[src/rtl/ps2_key_decoder_pkg.sv]
// Shared scan-code constants, decode FSM encoding and track helpers for the
// PS/2 key decoder.
package ps2_key_decoder_pkg;

   localparam int NUM_TRACKS = 6;

   localparam logic [7:0] SC_BREAK = 8'hF0;
   localparam logic [7:0] SC_EXT   = 8'hE0;
   localparam logic [7:0] SC_TRK1  = 8'h1B;
   localparam logic [7:0] SC_TRK2  = 8'h23;
   localparam logic [7:0] SC_TRK3  = 8'h2B;
   localparam logic [7:0] SC_TRK4  = 8'h3B;
   localparam logic [7:0] SC_TRK5  = 8'h42;
   localparam logic [7:0] SC_TRK6  = 8'h4B;

   typedef enum logic [1:0] {
      ST_IDLE      = 2'd0,
      ST_BREAK     = 2'd1,
      ST_EXT       = 2'd2,
      ST_EXT_BREAK = 2'd3
   } state_t;

   // Track number 1..6 for a mapped code, 0 otherwise.
   function automatic logic [3:0] track_of(input logic [7:0] code);
      case (code)
         SC_TRK1: return 4'd1;
         SC_TRK2: return 4'd2;
         SC_TRK3: return 4'd3;
         SC_TRK4: return 4'd4;
         SC_TRK5: return 4'd5;
         SC_TRK6: return 4'd6;
         default: return 4'd0;
      endcase
   endfunction

   function automatic logic [3:0] lowest_held(input logic [NUM_TRACKS-1:0] held);
      logic [3:0] r;
      r = 4'd0;
      for (int i = NUM_TRACKS - 1; i >= 0; i--)
         if (held[i]) r = 4'(i + 1);
      return r;
   endfunction

endpackage

[src/rtl/ps2_key_decoder_rx.sv]
// PS/2 frame receiver: synchronizer, clock glitch filter, falling-edge detect,
// shift register and mid-frame timeout. Parity checked only with PS2_PARITY_CHECK_EN.
module ps2_rx #(
   parameter int FILTER_LEN     = 8,
   parameter int TIMEOUT_CYCLES = 200000
) (
   input  logic       OriginalClk,
   input  logic       Reset,
   input  logic       ps2_clk,
   input  logic       ps2_data,
   output logic [7:0] rx_byte,
   output logic       rx_vld,
   output logic       rx_err
);

   localparam int FW = $clog2(FILTER_LEN + 1);
   localparam int TW = $clog2(TIMEOUT_CYCLES + 1);
   localparam logic [FW-1:0] FILT_LAST = FW'(FILTER_LEN - 1);
   localparam logic [TW-1:0] TO_LAST   = TW'(TIMEOUT_CYCLES - 1);

   logic          clk_s1, clk_s2, dat_s1, dat_s2;
   logic          filt_clk, filt_d, armed;
   logic [FW-1:0] filt_cnt;
   logic [3:0]    bit_cnt;
   logic [7:0]    sr;
   logic [TW-1:0] to_cnt;
   logic          fall, parity_bad;

   // Synchronizers clear to 0 so a 1 on clk_s2 always comes from the real line;
   // armed then blocks any falling edge until the line has been seen idle-high.
   always_ff @(posedge OriginalClk) begin
      if (Reset) begin
         clk_s1 <= 1'b0;
         clk_s2 <= 1'b0;
         dat_s1 <= 1'b0;
         dat_s2 <= 1'b0;
         armed  <= 1'b0;
      end else begin
         clk_s1 <= ps2_clk;
         clk_s2 <= clk_s1;
         dat_s1 <= ps2_data;
         dat_s2 <= dat_s1;
         if (clk_s2) armed <= 1'b1;
      end
   end

   always_ff @(posedge OriginalClk) begin
      if (Reset) begin
         filt_clk <= 1'b1;
         filt_d   <= 1'b1;
         filt_cnt <= '0;
      end else begin
         filt_d <= filt_clk;
         if (clk_s2 == filt_clk)
            filt_cnt <= '0;
         else if (filt_cnt == FILT_LAST) begin
            filt_clk <= clk_s2;
            filt_cnt <= '0;
         end else
            filt_cnt <= filt_cnt + 1'b1;
      end
   end

   assign fall    = armed & filt_d & ~filt_clk;
   assign rx_byte = sr;

`ifdef PS2_PARITY_CHECK_EN
   logic par;
   always_ff @(posedge OriginalClk) begin
      if (Reset)                       par <= 1'b0;
      else if (fall && bit_cnt == 4'd9) par <= dat_s2;
   end
   assign parity_bad = ~(^{sr, par});
`else
   assign parity_bad = 1'b0;
`endif

   always_ff @(posedge OriginalClk) begin
      if (Reset) begin
         bit_cnt <= 4'd0;
         sr      <= 8'd0;
         to_cnt  <= '0;
         rx_vld  <= 1'b0;
         rx_err  <= 1'b0;
      end else begin
         rx_vld <= 1'b0;
         rx_err <= 1'b0;
         if (fall) begin
            to_cnt <= '0;
            if (bit_cnt == 4'd0) begin
               if (!dat_s2) bit_cnt <= 4'd1;
            end else if (bit_cnt <= 4'd8) begin
               sr      <= {dat_s2, sr[7:1]};
               bit_cnt <= bit_cnt + 4'd1;
            end else if (bit_cnt == 4'd9) begin
               bit_cnt <= 4'd10;
            end else begin
               bit_cnt <= 4'd0;
               if (!dat_s2 || parity_bad) rx_err <= 1'b1;
               else                       rx_vld <= 1'b1;
            end
         end else if (bit_cnt != 4'd0) begin
            // Abandon a stalled frame silently.
            if (to_cnt == TO_LAST) begin
               bit_cnt <= 4'd0;
               to_cnt  <= '0;
            end else
               to_cnt <= to_cnt + 1'b1;
         end
      end
   end

endmodule

[src/rtl/ps2_key_decoder.sv]
// PS/2 key decoder top: make/break/extended FSM and per-track held tracking.
// Optional parity rejection in ps2_rx via PS2_PARITY_CHECK_EN.
module ps2_key_decoder
   import ps2_key_decoder_pkg::*;
#(
   parameter int FILTER_LEN     = 8,
   parameter int TIMEOUT_CYCLES = 200000
) (
   input  logic       OriginalClk,
   input  logic       Reset,
   input  logic       ps2_clk,
   input  logic       ps2_data,
   output logic       key_state,
   output logic [3:0] key_ascii,
   output logic [5:0] key_held,
   output logic       frame_error
);

   logic [7:0]            rx_byte;
   logic                  rx_vld, rx_err;
   state_t                state, state_nxt;
   logic [NUM_TRACKS-1:0] held_nxt, trk_mask;
   logic [3:0]            ascii_nxt, trk;

   ps2_rx #(
      .FILTER_LEN     (FILTER_LEN),
      .TIMEOUT_CYCLES (TIMEOUT_CYCLES)
   ) u_rx (
      .OriginalClk (OriginalClk),
      .Reset       (Reset),
      .ps2_clk     (ps2_clk),
      .ps2_data    (ps2_data),
      .rx_byte     (rx_byte),
      .rx_vld      (rx_vld),
      .rx_err      (rx_err)
   );

   assign trk      = track_of(rx_byte);
   assign trk_mask = (trk == 4'd0) ? '0 : (NUM_TRACKS'(1) << (trk - 4'd1));

   always_comb begin
      state_nxt = state;
      held_nxt  = key_held;
      ascii_nxt = key_ascii;
      if (rx_vld) begin
         state_nxt = ST_IDLE;
         case (state)
            ST_IDLE: begin
               if (rx_byte == SC_BREAK)
                  state_nxt = ST_BREAK;
               else if (rx_byte == SC_EXT)
                  state_nxt = ST_EXT;
               else if (trk != 4'd0 && (key_held & trk_mask) == '0) begin
                  held_nxt  = key_held | trk_mask;
                  ascii_nxt = trk;
               end
            end
            ST_BREAK: begin
               if (trk != 4'd0) begin
                  held_nxt = key_held & ~trk_mask;
                  if (key_ascii == trk) ascii_nxt = lowest_held(held_nxt);
               end
            end
            ST_EXT: begin
               if (rx_byte == SC_BREAK) state_nxt = ST_EXT_BREAK;
            end
            default: ;
         endcase
      end
   end

   always_ff @(posedge OriginalClk) begin
      if (Reset) begin
         state       <= ST_IDLE;
         key_held    <= '0;
         key_ascii   <= 4'd0;
         key_state   <= 1'b0;
         frame_error <= 1'b0;
      end else begin
         state       <= state_nxt;
         key_held    <= held_nxt;
         key_ascii   <= ascii_nxt;
         key_state   <= |held_nxt;
         frame_error <= rx_err;
      end
   end

endmodule

[config.mk]
export PLATFORM = sky130hd
export DESIGN_NAME = ps2_key_decoder
export DESIGN_NICKNAME = d
export VERILOG_FILES = /design/src/rtl/ps2_key_decoder_pkg.sv /design/src/rtl/ps2_key_decoder_rx.sv /design/src/rtl/ps2_key_decoder.sv
export SDC_FILE = /design/constraint.sdc
export NUM_CORES = 1
export LEC_CHECK = 0
export ABC_AREA = 1
export CAP_MARGIN = 10
export CORE_MARGIN = 5
export CORE_UTILIZATION = 60
export CTS_CLUSTER_DIAMETER = 40
export DETAILED_ROUTE_END_ITERATION = 10
export HOLD_SLACK_MARGIN = 0.15
export PLACE_DENSITY = 0.9
export SETUP_SLACK_MARGIN = 0.3
export SYNTH_ARGS = -nofsm -noshare
export SYNTH_HDL_FRONTEND = slang
export SYNTH_SLANG_ARGS = --single-unit
export TNS_END_PERCENT = 1
[constraint.sdc]
create_clock -name OriginalClk -period 3.16 [get_ports OriginalClk]
set_clock_uncertainty 0.1 [all_clocks]
set_input_delay 0.316 -clock OriginalClk [delete_from_list [all_inputs] [get_ports OriginalClk]]
set_output_delay 0.316 -clock OriginalClk [all_outputs]
set_load 0.05 [all_outputs]
== Yosys cells after proc, flatten, opt, wreduce, memory -nomap -nowiden ==
Index checks and enable logic that the tools add are counted.

* Flip-flop bits (word level): 57
* Output and inout port bits: 12
* Logic and storage cells: 107

* Add/subtract/negate cells: 4
* $lt $le $gt $ge: 1
* Equality and inequality tests: 21
* Shift operators: 1
* Multiplexer cells: 34
* Bitwise logic cells: 10
* Reduce and logical (&&, ||, !) cells: 18

{| class="wikitable"
|+ Operators by type and width
! kind !! number
|-
| 4-bit 2-to-1 mux || 17
|-
| 6-bit 2-to-1 mux || 6
|-
| 8-bit by 6-bit == test with 1-bit output (second input constant) || 3
|-
| 18-bit by 1-bit adder with 18-bit output (second input constant) || 1
|-
| 18-bit == test (second input constant) || 1
|-
| 18-bit 2-to-1 mux || 1
|-
| 3-bit one-hot mux with 6 select lines || 1
|-
| 8-bit by 7-bit == test with 1-bit output (second input constant) || 2
|-
| 8-bit == test (second input constant) || 2
|-
| 6-bit bitwise AND || 2
|-
| 6-bit one-hot mux with 2 select lines || 1
|-
| 2-bit inequality test (second input constant) || 5
|-
| 4-bit by 1-bit adder with 4-bit output (second input constant) || 2
|-
| 8-bit by 5-bit == test with 1-bit output (second input constant) || 1
|-
| 4-bit zero test || 2
|-
| 4-bit one-hot mux with 2 select lines || 1
|-
| 4-bit nonzero test || 2
|-
| 7-bit AND reduction || 1
|-
| 6-bit zero test || 1
|-
| 2-bit 2-to-1 mux || 3
|-
| 6-bit NOT || 1
|-
| 6-bit bitwise OR || 1
|-
| 3-bit AND reduction || 2
|-
| 2-bit nonzero test || 3
|-
| 22 further kinds || 27
|}

== Depth between registers and ports, before layout ==
* Word-level depth: 16
* Mapped depth: 20
* Gate-level depth less buffers: 20

== Hierarchy ==
Synthesis repeated with hierarchy kept, for this count alone.

* Cells, all modules: 474
* Area, all modules: 3224.3 um^2

{| class="wikitable"
|+ Modules (own cells, without submodules)
! module !! instances !! cells an instance !! area an instance (um^2) !! seq. area each (um^2)
|-
| ps2_rx || 1 || 270 || 2014.4 || 860.8
|-
| ps2_key_decoder || 1 || 204 || 1209.9 || 260.2
|}

== Worst setup path after synthesis ==
No wires, ideal clock.

* Path type: register to register
* From: register u_rx.sr[1], in the netlist u_rx.rx_byte[1]
* To: register key_ascii[0]
* Library setup time: 0.113 ns
* Arrival time: 2.270 ns
* Required time: 2.947 ns
* Path slack: 0.677 ns
* Stages on the path, launching flop included: 20
* Path buffers: 0
* Clock period less this slack: 2.483 ns
* Cell sequence: dfxtp_1 -> nand2_2 -> nor2_4 -> nand3_2 -> nand2_4 -> nor2_1 -> ha_1 -> inv_1 -> nor2_1 -> nand2_1 -> inv_1 -> nand3_1 -> nand2_1 -> inv_1 -> nand3_1 -> nand2_1 -> nand2_2 -> nand2_1 -> nand2_1 -> nor2_1

* Longest elaborated chain between the ends: 15

{| class="wikitable"
|+ RTL lines
! what !! RTL line !! source
|-
| start, declared || ps2_key_decoder_rx.sv:25 || <nowiki>logic [7:0] sr;</nowiki>
|-
| start signal, assigned || ps2_key_decoder_rx.sv:93 || <nowiki>sr <= {dat_s2, sr[7:1]};</nowiki>
|-
| 8-bit by 7-bit == test with 1-bit output (tied with other cells) || ps2_key_decoder_pkg.sv:25 || <nowiki>case (code)</nowiki>
|-
| 3-bit one-hot mux with 6 select lines || ps2_key_decoder_pkg.sv:25 ||
|-
| 4-bit by 1-bit subtractor with 4-bit output || ps2_key_decoder.sv:39 || <nowiki>assign trk_mask = (trk == 4'd0) ? '0 : (NUM_TRACKS'(1) << (trk - 4'd1));</nowiki>
|-
| 1-bit by 4-bit left shift with 6-bit output || ps2_key_decoder.sv:39 ||
|-
| 6-bit 2-to-1 mux || ps2_key_decoder.sv:39 ||
|-
| 6-bit NOT || ps2_key_decoder.sv:60 || <nowiki>held_nxt = key_held & ~trk_mask;</nowiki>
|-
| 6-bit bitwise AND || ps2_key_decoder.sv:60 ||
|-
| 4-bit 2-to-1 mux (5 in a row) || ps2_key_decoder_pkg.sv:40 || <nowiki>if (held[i]) r = 4'(i + 1);</nowiki>
|-
| 4-bit 2-to-1 mux || ps2_key_decoder.sv:61 || <nowiki>if (key_ascii == trk) ascii_nxt = lowest_held(held_nxt);</nowiki>
|-
| 4-bit 2-to-1 mux || ps2_key_decoder.sv:59 || <nowiki>if (trk != 4'd0) begin</nowiki>
|-
| 4-bit one-hot mux with 2 select lines || ps2_key_decoder.sv:47 || <nowiki>case (state)</nowiki>
|-
| end signal, assigned || ps2_key_decoder.sv:82 || <nowiki>key_ascii <= ascii_nxt;</nowiki>
|-
| end, declared || ps2_key_decoder.sv:14 || <nowiki>output logic [3:0] key_ascii,</nowiki>
|}

Several ways; a longest one is shown, not always the timed one. The select of a mux whose other input is x is not followed.
A chain may end at the register's enable or synchronous reset.

== Worst setup path after layout ==
* From: register u_rx.sr[2], in the netlist u_rx.rx_byte[2]
* To: register key_state

* Longest elaborated chain between the ends: 14

{| class="wikitable"
|+ RTL lines
! what !! RTL line !! source
|-
| 8-bit by 7-bit == test with 1-bit output (tied with other cells) || ps2_key_decoder_pkg.sv:25 ||
|-
| 3-bit one-hot mux with 6 select lines || ps2_key_decoder_pkg.sv:25 ||
|-
| 4-bit by 1-bit subtractor with 4-bit output || ps2_key_decoder.sv:39 ||
|-
| 1-bit by 4-bit left shift with 6-bit output || ps2_key_decoder.sv:39 ||
|-
| 6-bit 2-to-1 mux || ps2_key_decoder.sv:39 ||
|-
| 6-bit bitwise AND || ps2_key_decoder.sv:53 || <nowiki>else if (trk != 4'd0 && (key_held & trk_mask) == '0) begin</nowiki>
|-
| 6-bit zero test || ps2_key_decoder.sv:53 ||
|-
| 1-bit logical AND || ps2_key_decoder.sv:53 ||
|-
| 6-bit 2-to-1 mux || ps2_key_decoder.sv:53 ||
|-
| 6-bit 2-to-1 mux || ps2_key_decoder.sv:51 || <nowiki>else if (rx_byte == SC_EXT)</nowiki>
|-
| 6-bit 2-to-1 mux || ps2_key_decoder.sv:49 || <nowiki>if (rx_byte == SC_BREAK)</nowiki>
|-
| 6-bit one-hot mux with 2 select lines * || ps2_key_decoder.sv:47 ||
|-
| 6-bit 2-to-1 mux * || ps2_key_decoder.sv:45 || <nowiki>if (rx_vld) begin</nowiki>
|-
| 6-bit OR reduction * || ps2_key_decoder.sv:83 || <nowiki>key_state <= |held_nxt;</nowiki>
|-
| end signal, assigned || ps2_key_decoder.sv:83 ||
|-
| end, declared || ps2_key_decoder.sv:13 || <nowiki>output logic key_state,</nowiki>
|}

Mark *: on every way between the ends. The rest lies on a longest branch, timed or not.

==> flow_metrics.env <==
export IMPL_core_area_mm2=0.00482
export IMPL_num_fill_cells=444
export IMPL_fin_hold_ws_ps=315
export IMPL_grt_max_degree=24
export IMPL_drive_gt1_share_pct=7.81
export IMPL_syn_cell_area_mm2=0.00303
export IMPL_cts_max_level=2
export IMPL_cts_sinks=56
export IMPL_place_congestion=0.951
export IMPL_fin_util_pct=70.0
export IMPL_clkSlewWorstSetupHoldPaths_ps=100
export IMPL_finalSetupViolCount=0
export IMPL_drc=0
export IMPL_drtIter0Drc=181
export IMPL_area_growth_pct=11.3
export IMPL_period_needed_ps=2690
export IMPL_max_cap_violations=0
export IMPL_antennaDiodeCount=0
export IMPL_pre_cts_ws_ps=390
export IMPL_fin_cells=541
export IMPL_hold_violations=0
export IMPL_syn_avg_cell_area_um2=6.67
export IMPL_dieHeight_um=81.1
export IMPL_die_area_mm2=0.00657
export IMPL_power_density_mw_per_mm2=357
export IMPL_synth_seq_cells=56
export IMPL_fmax_ghz=0.371
export IMPL_die_w_um=81.1
export IMPL_ctsHoldBuffers=0
export IMPL_worst_ir_drop_vdd_mv=0.247
export IMPL_yosysUniqueCellTypes=36
export IMPL_drtAntennaViolNets=0
export IMPL_required_ps=3260
export IMPL_min_path_type="reg -> reg"
export IMPL_io_buffers=14
export IMPL_grt_ovfl_total=0
export IMPL_worstSkewPairLatency_ps=310
export IMPL_synth_largest_area_cell="dfxtp_1"
export IMPL_synth_area_top_cells="dfxtp_1, nand2_1, nor2_1, inv_1, a21oi_1"
export IMPL_post_dp_cell_area_mm2=0.00323
export IMPL_syn_inst=454
export IMPL_rsz0062_at_grt="no"
export IMPL_period_share_pct=85.3
export IMPL_fin_area_mm2=0.00337
export IMPL_hpwl_um=4820
export IMPL_synth_top_area_share_pct=37.0
export IMPL_worst_pin_slew_ps=759
export IMPL_start_util_pct=62.9
export IMPL_cp_end_kind="register"
export IMPL_setup_worst_path_class="reg -> reg"
export IMPL_fin_tns_setup_ps=0
export IMPL_synth_seq_area_share_pct=37.0
export IMPL_grt_pass1_vias=2708
export IMPL_track_usage_pct=21.0
export IMPL_vias_per_cell=5.35
export IMPL_wl_per_cell_um=11.9
export IMPL_num_vias=2894
export IMPL_maxSlewHeadroom_pct=49.2
export IMPL_cts_buffer_depth=2
export IMPL_root_buffer="clkbuf_8"
export IMPL_drt_first_pass_iters=6
export IMPL_fp_row_count=25
export IMPL_status="completed"
export IMPL_cts_tree="done"
export IMPL_final_max_slew_viol_count=0
export IMPL_crit_path_max_fanout=5
export IMPL_num_io_pins=16
export IMPL_final_cell_mix="nand2_1, nor2_1, inv_1"
export IMPL_cp_start_kind="register"
export IMPL_cts_buffers_inserted=5
export IMPL_worstPathArrival_ps=2790
export IMPL_drt_wl_total_um=6450
export IMPL_layout_commonest_cell="nand2_1"
export IMPL_fin_ws_ps=465
export IMPL_grt_pass1_wl_um=11100
export IMPL_syn_num_nets=464
export IMPL_antenna_found_initial=0
export IMPL_p_leak_nw=1.52
export IMPL_dp_cells=530
export IMPL_synth_warnings=0
export IMPL_nets=483
export IMPL_fin_total_pwr_mw=1.20
-- sequential cells by signal, indices dropped and copies added (netlist names), 2 cells and up --
name / count
u_rx.filt_cnt: 4
u_rx.rx_byte: 8
state: 2
key_ascii: 3
key_held: 6
u_rx.to_cnt: 18
u_rx.bit_cnt: 4
-- routing by layer --
metal	part of all wire [%]	vias up	GRT usage [%]
met5	0	-	0
met4	2.2	0	9.12
met3	4.4	18	3.66
met2	51	97	38.1
met1	43	1285	24.1
li1	-	1494	-
-- repair_timing --
action	CTS	global route
buffers inserted	0	3
resized for setup	0	5
endpoints found under the setup margin	0	4
-- critical path: stages, from the launching register on --
cell and delay (ps):
dfxtp_1 400, inv_2 60, nand2_1 110, nor2_4 60
buf_4 140, nand2_4 100, nand3_2 120, nor2_1 170
ha_1 310, nor2_1 260, a21oi_1 170, nand2_1 80
nand2_1 60, a21oi_1 170, nand4_1 110, nor2_1 110
nor2_1 40
-- power by group --
group	internal, mW	switching [mW]	leakage (nW)
logic	0.0100	0.0205	1.01
clock network	0.235	0.222	0.0552
registers	0.711	0.00298	0.453
-- path summary, 6_finish.rpt --
kind / endpoint / slack (ps) / cells past startpoint / from
hold / removal: u_rx.clk_s2$_SDFF_PP0_ / 320 / 2 / u_rx.clk_s1$_SDFF_PP0_
setup reg to reg: key_state$_SDFF_PP0_ / 470 / 16 / u_rx.rx_byte[2]$_SDFFE_PP0P_
setup / recovery: key_state$_SDFF_PP0_ / 470 / 16 / u_rx.rx_byte[2]$_SDFFE_PP0P_
hold reg to reg: u_rx.clk_s2$_SDFF_PP0_ / 320 / 2 / u_rx.clk_s1$_SDFF_PP0_
-- layout make-up --
type                    count  area, um^2  share of cell area [%]
multi-input cells         325        1630                    48.4
inverters                  66         248                    7.35
repair buffers             19         178                    5.27
well taps                  67        83.8                    2.49
flip-flops and latches     56        1120                    33.3
clock buffers               6        72.6                    2.15
clock inverters             2        35.0                    1.04
-- Yosys cell counts --
cell,n
nor2_1,68
a211oi_1,3
nor3b_1,3
nand2_1,97
nand4_1,9
a21boi_0,3
nor3_1,9
a21oi_1,34
a21oi_4,1
ha_1,6
and3_1,3
nand3_1,32
or2_0,1
nor4_4,1
nor2_4,1
nand3_2,3
o211ai_1,2
conb_1,1
nand2_4,4
nor2_2,2
nand2_2,5
inv_2,2
or2_2,1
o2111ai_1,1
dfxtp_1,56
buf_2,2
xnor2_1,2
xor2_1,3
o21ai_0,21
o21ai_1,3
nor4_1,4
o31ai_1,1
buf_4,2
a21oi_2,1
inv_1,64
clkbuf_1,3
-- kinds of logic after synthesis --
family	Yosys count	share of synthesized area, %
simple gates	243	36.7
flops	56	37.0
other cells	1	0.124
buf+inv	73	9.37
fa+ha+maj	6	2.48
xor+xnor	5	1.45
compound gates	70	12.9
Note: power is estimated with default switching activity, not from simulation.
